$ cat src/rtl/vliw_fetch.sv
// rtl/vliw_fetch.sv - VLIW bundle fetch: one-outstanding imem FSM, bundle FIFO, issue register.
// FETCH_PREFETCH_EN selects a 2-deep bundle FIFO; otherwise 1-deep, fetching only when empty.
module vliw_fetch #(
    parameter logic [31:0] RESET_PC = 32'h0000_0000,
    parameter logic [31:0] NOP_INST = 32'h0000_0000
) (
    input  logic         clk,
    input  logic         rst,
    input  logic         hold_in,
    input  logic         redirect_valid,
    input  logic [31:0]  redirect_pc,
    output logic         imem_req,
    output logic [31:0]  imem_addr,
    input  logic         imem_ready,
    input  logic         imem_rvalid,
    input  logic [127:0] imem_rdata,
    output logic [31:0]  slot0_inst,
    output logic [31:0]  slot1_inst,
    output logic [31:0]  slot2_inst,
    output logic [31:0]  slot3_inst,
    output logic         issue_stall
);

`ifdef FETCH_PREFETCH_EN
    localparam logic [1:0] DEPTH = 2'd2;
`else
    localparam logic [1:0] DEPTH = 2'd1;
`endif

    localparam logic [1:0] FREQ  = 2'd0;
    localparam logic [1:0] FWAIT = 2'd1;
    localparam logic [1:0] FDROP = 2'd2;

    logic [1:0]   state;
    logic [31:0]  pc;
    logic [1:0]   count;
    logic [127:0] fifo_q [0:1];
    logic [127:0] issue_q;
    logic         issue_valid;

    logic [31:0]  redirect_base;
    logic         fifo_full;
    logic         push;
    logic         pop;
    logic         wr_idx;
    logic         show;

    assign redirect_base = redirect_pc & 32'hFFFF_FFF0;
    assign fifo_full     = (count == DEPTH);

    // A redirect cycle never launches a request so the memory never sees a stale address accepted.
    assign imem_req  = (state == FREQ) && !fifo_full && !redirect_valid && !rst;
    assign imem_addr = pc;

    assign push   = (state == FWAIT) && imem_rvalid && !redirect_valid;
    assign pop    = !rst && !hold_in && !redirect_valid && (count != 2'd0);
    assign wr_idx = count[0] ^ pop;

    always_ff @(posedge clk) begin
        if (rst) begin
            state <= FREQ;
            pc    <= RESET_PC;
        end else if (redirect_valid) begin
            pc <= redirect_base;
            case (state)
                // A response landing with the redirect is the outstanding one, so nothing is left to drop.
                FWAIT, FDROP: state <= imem_rvalid ? FREQ : FDROP;
                default:      state <= FREQ;
            endcase
        end else begin
            case (state)
                FREQ: begin
                    if (imem_req && imem_ready) begin
                        state <= FWAIT;
                        pc    <= pc + 32'd16;
                    end
                end
                FWAIT:   if (imem_rvalid) state <= FREQ;
                FDROP:   if (imem_rvalid) state <= FREQ;
                default: state <= FREQ;
            endcase
        end
    end

    always_ff @(posedge clk) begin
        if (rst || redirect_valid) begin
            count       <= 2'd0;
            issue_valid <= 1'b0;
        end else begin
            if (!hold_in) begin
                issue_valid <= (count != 2'd0);
            end
            count <= count + {1'b0, push} - {1'b0, pop};
        end
    end

    always_ff @(posedge clk) begin
        if (pop) begin
            issue_q   <= fifo_q[0];
            fifo_q[0] <= fifo_q[1];
        end
        if (push) begin
            fifo_q[wr_idx] <= imem_rdata;
        end
    end

    assign show        = issue_valid && !rst;
    assign slot0_inst  = show ? issue_q[31:0]   : NOP_INST;
    assign slot1_inst  = show ? issue_q[63:32]  : NOP_INST;
    assign slot2_inst  = show ? issue_q[95:64]  : NOP_INST;
    assign slot3_inst  = show ? issue_q[127:96] : NOP_INST;
    assign issue_stall = hold_in || !show;

endmodule

$ cat config.mk
export PLATFORM = sky130hd
export DESIGN_NAME = vliw_fetch
export DESIGN_NICKNAME = d
export VERILOG_FILES = /design/src/rtl/vliw_fetch.sv
export SDC_FILE = /design/constraint.sdc
export NUM_CORES = 1
export LEC_CHECK = 0
export BUFFER_PORTS_ARGS = -buffer_cell sky130_fd_sc_hd__buf_2
export CAP_MARGIN = 5
export CORE_UTILIZATION = 31
export DETAILED_ROUTE_END_ITERATION = 8
export GPL_ROUTABILITY_DRIVEN = 0
export GPL_TIMING_DRIVEN = 0
export PLACE_DENSITY = 0.55
export REMOVE_ABC_BUFFERS = 1
export SYNTH_ARGS = -nofsm -noshare
export SYNTH_HDL_FRONTEND = slang
export SYNTH_SLANG_ARGS = --single-unit
export TNS_END_PERCENT = 20
$ cat constraint.sdc
create_clock -name clk -period 16.1 [get_ports clk]
set_input_delay 3.22 -clock clk [delete_from_list [all_inputs] [get_ports clk]]
set_output_delay 3.22 -clock clk [all_outputs]
set_load 0.02 [all_outputs]
Word-level counts from Yosys, hierarchy flattened
Memory sizes are Yosys's and may differ from the RTL's. A register that Yosys moved wholly into a read port is not among the register bits.
Cells that the tools add are included.
Storage, ports and cells
  memory bits (writable): 256
  output and inout port bits: 162
  word-level logic and storage cells: 58
  memories kept: 1
  register bits: 37
Memory list
  fifo_q: depth 2, width 128, rd ports 2, clocked after Yosys merged registers in 1, wr ports 2, RTL line 37  | logic [127:0] fifo_q [0:1];
Operators by class
  eq/ne operators: 5
  bitwise operators: 1
  multiplexer cells: 17
  add/subtract/negate cells: 3
  reduce and logical (&&, ||, !) cells: 26
Operators by type and width (number)
  $mux W32: 7
  $add A32 B5 Y32 const B: 1
  $logic_and A1 B1 Y1: 10
  $mux W2: 5
  $reduce_and A2 Y1: 3
  $reduce_bool A2 Y1: 3
  $logic_not A1 Y1: 5
  $eq A2 B1 Y1 const B: 2
  $mux W1: 4
  $pmux W2 S2: 1
  $reduce_or A2 Y1: 2
  $ne A3 B1 Y1 const B: 1
  $ne A3 B2 Y1 const B: 1
  $add A2 B1 Y2: 1
  $eq A2 B2 Y1 const B: 1
  $logic_not A2 Y1: 1
  $logic_or A1 B1 Y1: 2
  $sub A2 B1 Y2: 1
  $xor A1 B1 Y1: 1

Logic depth before layout (Yosys ltp)
Gate-level depths: netlist of run 1.
  depth in word-level cells: 9
  gate-level depth with buffers: 9
  gate-level depth less buffers: 9

Worst setup path before layout of run 1
OpenSTA, ideal clock, no wires.
  kind: input-to-reg
  start: input redirect_valid
  end: memory fifo_q[1][0], enable pin
  required time: 15485 ps
  stages: 3
  slack: 2308 ps
  path buffers: 0
  arrival time: 13176 ps
  path through: nor4_4 -> xnor2_1 -> nor2_1
RTL lines
  start, declared: RTL line 10  | input logic redirect_valid,
  end, declared: RTL line 37

Final worst setup path of run 1
  start: input rst
  end: output slot0_inst[23]
On the way
  cells in the longest elaborated chain, start to end: 3
Ends and longest elaborated chain
  start, declared: RTL line 8  | input logic rst,
  $logic_not A1 Y1: RTL line 107  | assign show = issue_valid && !rst;
  $logic_and A1 B1 Y1: RTL line 107
  $mux W32: RTL line 108  | assign slot0_inst = show ? issue_q[31:0] : NOP_INST;
  end, declared: RTL line 17  | output logic [31:0] slot0_inst,
Every way passes these cells.

==> results.sh, run 1 <==
export IMPL_num_vias=8991
export IMPL_reg2reg_slack_ns=12.39
export IMPL_cts_buffer_depth=3
export IMPL_initial_core_util=0.3157
export IMPL_root_buffer="clkbuf_16"
export IMPL_crit_end="slot0_inst[23]"
export IMPL_cts_sinks=417
export IMPL_max_cap_violations=0
export IMPL_dieHeight_um=228.7
export IMPL_fp_coreArea_mm2=0.05048
export IMPL_ant_nets=0
export IMPL_pre_cts_ws_ns=8.183
export IMPL_critical_path_class="primary input to primary output"
export IMPL_port_buffers=319
export IMPL_setup_tns_ns=0
export IMPL_yosysUniqueCellTypes=49
export IMPL_drtIter0Drc=439
export IMPL_die_area_mm2=0.05232
export IMPL_synth_edf_count=384
export IMPL_crit_path_start_kind="primary input"
export IMPL_yosys_warnings=0
export IMPL_hpwl_mm=23.37
export IMPL_hold_path_class="flop to flop"
export IMPL_yosysMostFrequentCell="edfxtp_1"
export IMPL_fmax_mhz=127.2
export IMPL_r2r_cells=7
export IMPL_worst_pin_slew_ns=1.012
export IMPL_r2r_end="fifo_q[0][66]"
export IMPL_synth_main_ff_cell="edfxtp_1"
export IMPL_r2r_start="count[0]"
export IMPL_setup_ws_ns=8.236
export IMPL_grt_max_degree=50
export IMPL_fin_crit_sh=0.4885
export IMPL_vias_per_cell=4.552
export IMPL_synthCells=916
export IMPL_routed_wl_mm=35.48
export IMPL_p_int_mw=1.838
export IMPL_rsz0062_at_grt="no"
export IMPL_final_nets=1438
export IMPL_drive_gt1_frac=0.4143
export IMPL_final_max_slew_viol_count=0
export IMPL_crit_path_end_kind="primary output"
export IMPL_area_delta_synth_final_pct=26.26
export IMPL_post_synth_top_area_fraction=0.7236
export IMPL_netlist_top_cells_count="edfxtp_1, and2_1, mux2_2"
export IMPL_rows=82
export IMPL_cts_hold_buf=0
export IMPL_period_minus_slack_ns=7.864
export IMPL_ios=328
export IMPL_synthTopCellsByArea="edfxtp_1, mux2_2, and2_1"
export IMPL_p_seq_frac=0.513
export IMPL_peakVddDrop_uv=83.42
export IMPL_comb_power_share=0.025
export IMPL_syn_cell_area_mm2=0.01594
export IMPL_p_leak_nw=7.520
export IMPL_swShare=0.2038
export IMPL_crit_required_ns=12.88
export IMPL_power_density_mw_per_mm2=114.8
export IMPL_cts_tree="yes"
export IMPL_path_clk_slew_ns=0.06
export IMPL_crit_fanout=41
export IMPL_async_flop_share=0
export IMPL_crit_start="rst"
export IMPL_groute_usage_overall=0.1352
export IMPL_synth_largest_area_cell="edfxtp_1"
export IMPL_cts_setup_buffers=0
export IMPL_yosysSeqAreaShare=0.7651
export IMPL_status="finished, final reports clean"
export IMPL_p_switching_mw=0.4705
export IMPL_antenna_found_initial=6
export IMPL_cts_max_level=2
export IMPL_setup_viol=0
export IMPL_slew_headroom=0.3247
export IMPL_overflow=0
export IMPL_synth_avg_cell_area_um2=17.40
export IMPL_clk_latency_ns=0.57
export IMPL_skew_ns=0.01296
export IMPL_drt_pass1_iterations=5
export IMPL_route_detailed_drc=0
export IMPL_numCtsBuffers=49
export IMPL_grt_pass1_wl_mm=55.05
export IMPL_cts_resized=0
export IMPL_dieWidth_um=228.7
export IMPL_arrival_ns=4.64
export IMPL_hold_violations=0
export IMPL_wl_per_cell_um=17.97
export IMPL_p_clk_frac=0.462
export IMPL_ys_ff_latch=417
export IMPL_grt_pass1_vias=9328
[cells by family (layout without fill, tap and decap cells)]
group | count (synthesis) | in the layout | share of synthesized area
buf+inv | 53 | 435 | 0.01680
xor+xnor | 13 | 13 | 0.007145
mux | 129 | 129 | 0.09116
fa+ha+maj | 5 | 5 | 0.003926
simple gates | 240 | 240 | 0.09124
other cells | 1 | 6 | 0.0002353
flops | 417 | 417 | 0.7651
compound gates | 58 | 58 | 0.02442
[power by group through the flow]
stage / Clock, mW / Sequential, mW / Combinational (mW)
final: 1.07 / 1.18 / 0.0577
after CTS: 1.10 / 1.18 / 0.0583
after global routing: 1.14 / 1.18 / 0.0634
after detailed placement: 0 / 1.21 / 0.0579
after floorplan: 0 / 1.21 / 0.0169
after global placement: 0 / 1.21 / 0.0569
[layer usage]
| metal | track usage | vias to the layer above | share of wire |
|---|---|---|---|
| met3 | 0.05127 | 65 | 0.091 |
| met1 | 0.1637 | 4451 | 0.41 |
| met5 | 0 | - | 0.0021 |
| met2 | 0.2185 | 281 | 0.47 |
| met4 | 0.04992 | 10 | 0.024 |
| li1 | - | 4184 | - |
[cell type report]
class,count,area [µm²]
Inverter,8,30.03
Clock inverter,25,205.2
Fill cell,4747,30360
Timing Repair Buffer,342,1989
Clock buffer,60,1340
Sequential cell,417,12190
Multi-Input combinational cell,449,3517
Tap cell,672,840.8
Antenna cell,2,5.005
[worst min-delay path by stage]
stage	start	to	slack, ns	depth (start not counted)
6_report	fifo_q[0][35]	issue_q[35]	0.40	0
5_1_grt	fifo_q[0][35]	issue_q[35]	0.41	0
4_1_cts	fifo_q[0][119]	issue_q[119]	0.40	0
3_5_place_dp	fifo_q[0][10]	issue_q[10]	0.40	0
3_3_place_gp	fifo_q[0][37]	issue_q[37]	0.40	0
2_1_floorplan	fifo_q[0][0]	issue_q[0]	0.40	0
[worst max-delay path: stages]
cell	delay (ns)
buf_2	0.34
nor2b_4	0.42
buf_12	0.24
and2_1	0.21
buf_2	0.18
[placed cells by master (no fill, tap or decap), types with 10 or more instances in the layout]
cell type,count
a211oi_1,11
a21oi_1,12
and2_1,131
buf_2,319
buf_6,10
clkbuf_16,51
clkinv_1,13
dfxtp_1,33
edfxtp_1,384
mux2_1,10
mux2_2,119
nand2_1,15
nand3_1,17
nand4_1,13
nor2_1,26
o21ai_0,10
[registers in the layout (all words and copies together), names as in the netlist]
register	count
count	2
fifo_q	256
imem_addr	28
issue_q	128
issue_valid	1
state	2
[through the flow]
stage	hold WS, ns	total power, mW	util	std cells	area, µm²
after floorplan	0.4003	1.228	-	874	15710
after global placement	0.4001	1.264	0.3595	1865	18150
after detailed placement	0.4045	1.265	0.3679	1888	18570
after CTS	0.4037	2.348	0.3985	1973	20110
after global routing	0.4076	2.390	0.3985	1973	20110
final	0.4025	2.309	0.3986	1975	20120
Power figures use the tool's default switching activity.
==> run 2: changes to the inputs <==
- ABC_AREA: default -> 1
- clock period: 16.1 -> 7.4 ns (I/O delays scaled with it)
==> results.sh, run 2 <==
export IMPL_status="finished, final reports clean"
export IMPL_finalInstanceArea_mm2=0.02120
export IMPL_yosysUniqueCellTypes=36
export IMPL_area_delta_synth_final_pct=23.35
export IMPL_die_area_mm2=0.05639
export IMPL_min_to="issue_q[19]"
export IMPL_max_cap_violations=0
export IMPL_ys_ff_latch=417
export IMPL_final_common_cell="edfxtp_1"
export IMPL_power_density_mw_per_mm2=238.8
export IMPL_syn_cell_area_mm2=0.01719
export IMPL_hold_start="fifo_q[0][19]"
export IMPL_min_path_cells=0
export IMPL_groute_usage_overall=0.1336
export IMPL_route_detailed_drc=0
export IMPL_final_seq_area_mm2=0.01219
export IMPL_crit_fanout=69
export IMPL_dieHeight_um=237.5
export IMPL_regMostFlops="fifo_q"
export IMPL_synth_largest_area_cell="edfxtp_1"
export IMPL_worst_pin_slew_ns=0.9158
export IMPL_vias_per_cell=4.206
export IMPL_peakVddDrop_uv=165.8
export IMPL_crit_path_start_kind="primary input"
export IMPL_place_area_mm2=0.01966
export IMPL_hpwl_mm=24.75
export IMPL_drive_gt1_frac=0.2928
export IMPL_crit_required_ns=5.92
export IMPL_fmax_mhz=188.5
export IMPL_r2r_cells=9
export IMPL_ios=328
export IMPL_grt_pass1_wl_mm=58.86
export IMPL_netlist_top_cells_count="edfxtp_1, inv_1, nand2_1"
export IMPL_drtIter0Drc=544
export IMPL_yosysMostFrequentCell="edfxtp_1"
export IMPL_rsz0062_at_grt="no"
export IMPL_period_minus_slack_ns=5.306
export IMPL_wl_per_cell_um=14.83
export IMPL_reg2reg_slack_ns=4.30
export IMPL_arrival_ns=3.83
export IMPL_async_flop_share=0
export IMPL_synthTopCellsByArea="edfxtp_1, inv_1, o21ai_2"
export IMPL_synth_main_ff_cell="edfxtp_1"
export IMPL_crit_path_cell_trace="buf_2, inv_1, nand2_4, buf_16, nor2_1, buf_2"
export IMPL_cts_tree="yes"
export IMPL_skew_ns=0.01176
export IMPL_ant_nets=0
export IMPL_overflow=0
export IMPL_final_max_slew_viol_count=0
export IMPL_r2r_end="fifo_q[0][63]"
export IMPL_post_synth_top_area_fraction=0.6709
export IMPL_fp_coreArea_mm2=0.05435
export IMPL_final_cell_mix="edfxtp_1, buf_2, inv_1"
export IMPL_slowest_delay_ns=0.76
export IMPL_numCtsBuffers=47
export IMPL_slew_headroom=0.3894
export IMPL_root_buffer="clkbuf_16"
export IMPL_initial_core_util=0.3163
export IMPL_cts_resized=0
export IMPL_r2r_start="count[0]"
export IMPL_cp_common_cell="buf_2"
export IMPL_hold_path_class="flop to flop"
export IMPL_grt_pass1_vias=10640
export IMPL_rows=85
export IMPL_cts_sinks=417
export IMPL_grt_max_degree=78
export IMPL_cts_buffer_depth=3
export IMPL_path_clk_slew_ns=0.06
export IMPL_port_buffers=319
export IMPL_antenna_found_initial=10
export IMPL_crit_path_end_kind="primary output"
export IMPL_critical_path_class="primary input to primary output"
export IMPL_p_leak_nw=9.263
export IMPL_fin_crit_sh=0.7170
export IMPL_drt_pass1_iterations=5
export IMPL_yosys_warnings=0
export IMPL_final_nets=1957
export IMPL_largest_reg_flops=256
export IMPL_synth_edf_count=384
export IMPL_yosysSeqAreaShare=0.7093
export IMPL_crit_path_top_delay_cell="nand2_4"
export IMPL_setup_viol=0
export IMPL_synth_avg_cell_area_um2=11.78
export IMPL_hold_violations=0
export IMPL_clk_latency_ns=0.57
export IMPL_dieWidth_um=237.5
export IMPL_cts_hold_buf=0
export IMPL_cts_setup_buffers=0
export IMPL_fillers=5345
export IMPL_num_vias=10790
export IMPL_holdWs_ns=0.4122
export IMPL_multi_input_area_mm2=0.003441
export IMPL_routed_wl_mm=38.06
export IMPL_synthCells=1459
export IMPL_cts_max_level=2
## run 2: changes by cell type after synthesis, sizes merged, moves of 8 or more
cell,before,now
nand4,14,1
nor2,28,184
a211oi,11,2
buf,22,47
a21oi,12,26
and3,8,0
o21ai,10,146
mux2,129,0
inv,8,305
clkbuf,23,11
nand3,17,39
and2,131,0
nand2,15,255
## run 2: critical path, delay by kind of cell
kind	cells	cell delay [ns]
buffers and inverters	4	1.28
and+or+nand+nor	2	0.91
## run 2: how the worst max path moves through the flow
stage | from | to
final | rst | slot0_inst[9]
after global routing | rst | slot0_inst[9]
after CTS | rst | slot0_inst[9]
after detailed placement | rst | slot0_inst[9]
after global placement | redirect_valid | fifo_q[1][64]
after floorplan | redirect_valid | fifo_q[1][0]
## run 2: layout make-up
class,count,area share
Clock inverter,26,0.01198
Tap cell,739,0.04361
Inverter,305,0.05424
Multi-Input combinational cell,682,0.1623
Sequential cell,417,0.5751
Clock buffer,61,0.06038
Antenna cell,3,0.0003541
Timing Repair Buffer,333,0.09207
## run 2: kinds of logic (layout without fill, tap and decap cells)
logic type / count (synthesis) / in the layout / synth area share
and+or+nand+nor: 487 / 487 / 0.1136
AOI/OAI and AO/OA: 181 / 181 / 0.07804
buffers and inverters: 363 / 725 / 0.09267
DFF: 417 / 417 / 0.7093
other: 1 / 7 / 0.0002182
adders and majority gates: 5 / 5 / 0.003640
xor gates and xnor gates: 5 / 5 / 0.002548
## run 2: power by group
group | switching (mW) | internal (mW)
sequential | 0.0152 | 2.56
clock | 0.961 | 1.36
combinational | 0.0978 | 0.0610
## run 2: metrics by stage
step | utilization | instances | TNS, ns | total power [mW] | worst slack, ns
2_1_floorplan | - | 1404 | -634.47 | 2.701 | -2.750
3_3_place_gp | 0.3546 | 2462 | -2271.51 | 2.782 | -9.153
3_5_place_dp | 0.3617 | 2476 | 0 | 2.786 | 2.099
4_1_cts | 0.3900 | 2563 | 0 | 5.146 | 2.107
5_1_grt | 0.3900 | 2564 | 0 | 5.246 | 1.994
6_report | 0.3901 | 2566 | 0 | 5.062 | 2.094
## run 2: layer usage
layer	track usage	wire [µm]	part of all wire	vias to the layer above
met4	0.03871	828	0.022	12
li1	-	-	-	5364
met5	0	68	0.0018	-
met2	0.2231	18060	0.47	317
met1	0.1633	16050	0.42	5030
met3	0.04529	3049	0.080	70
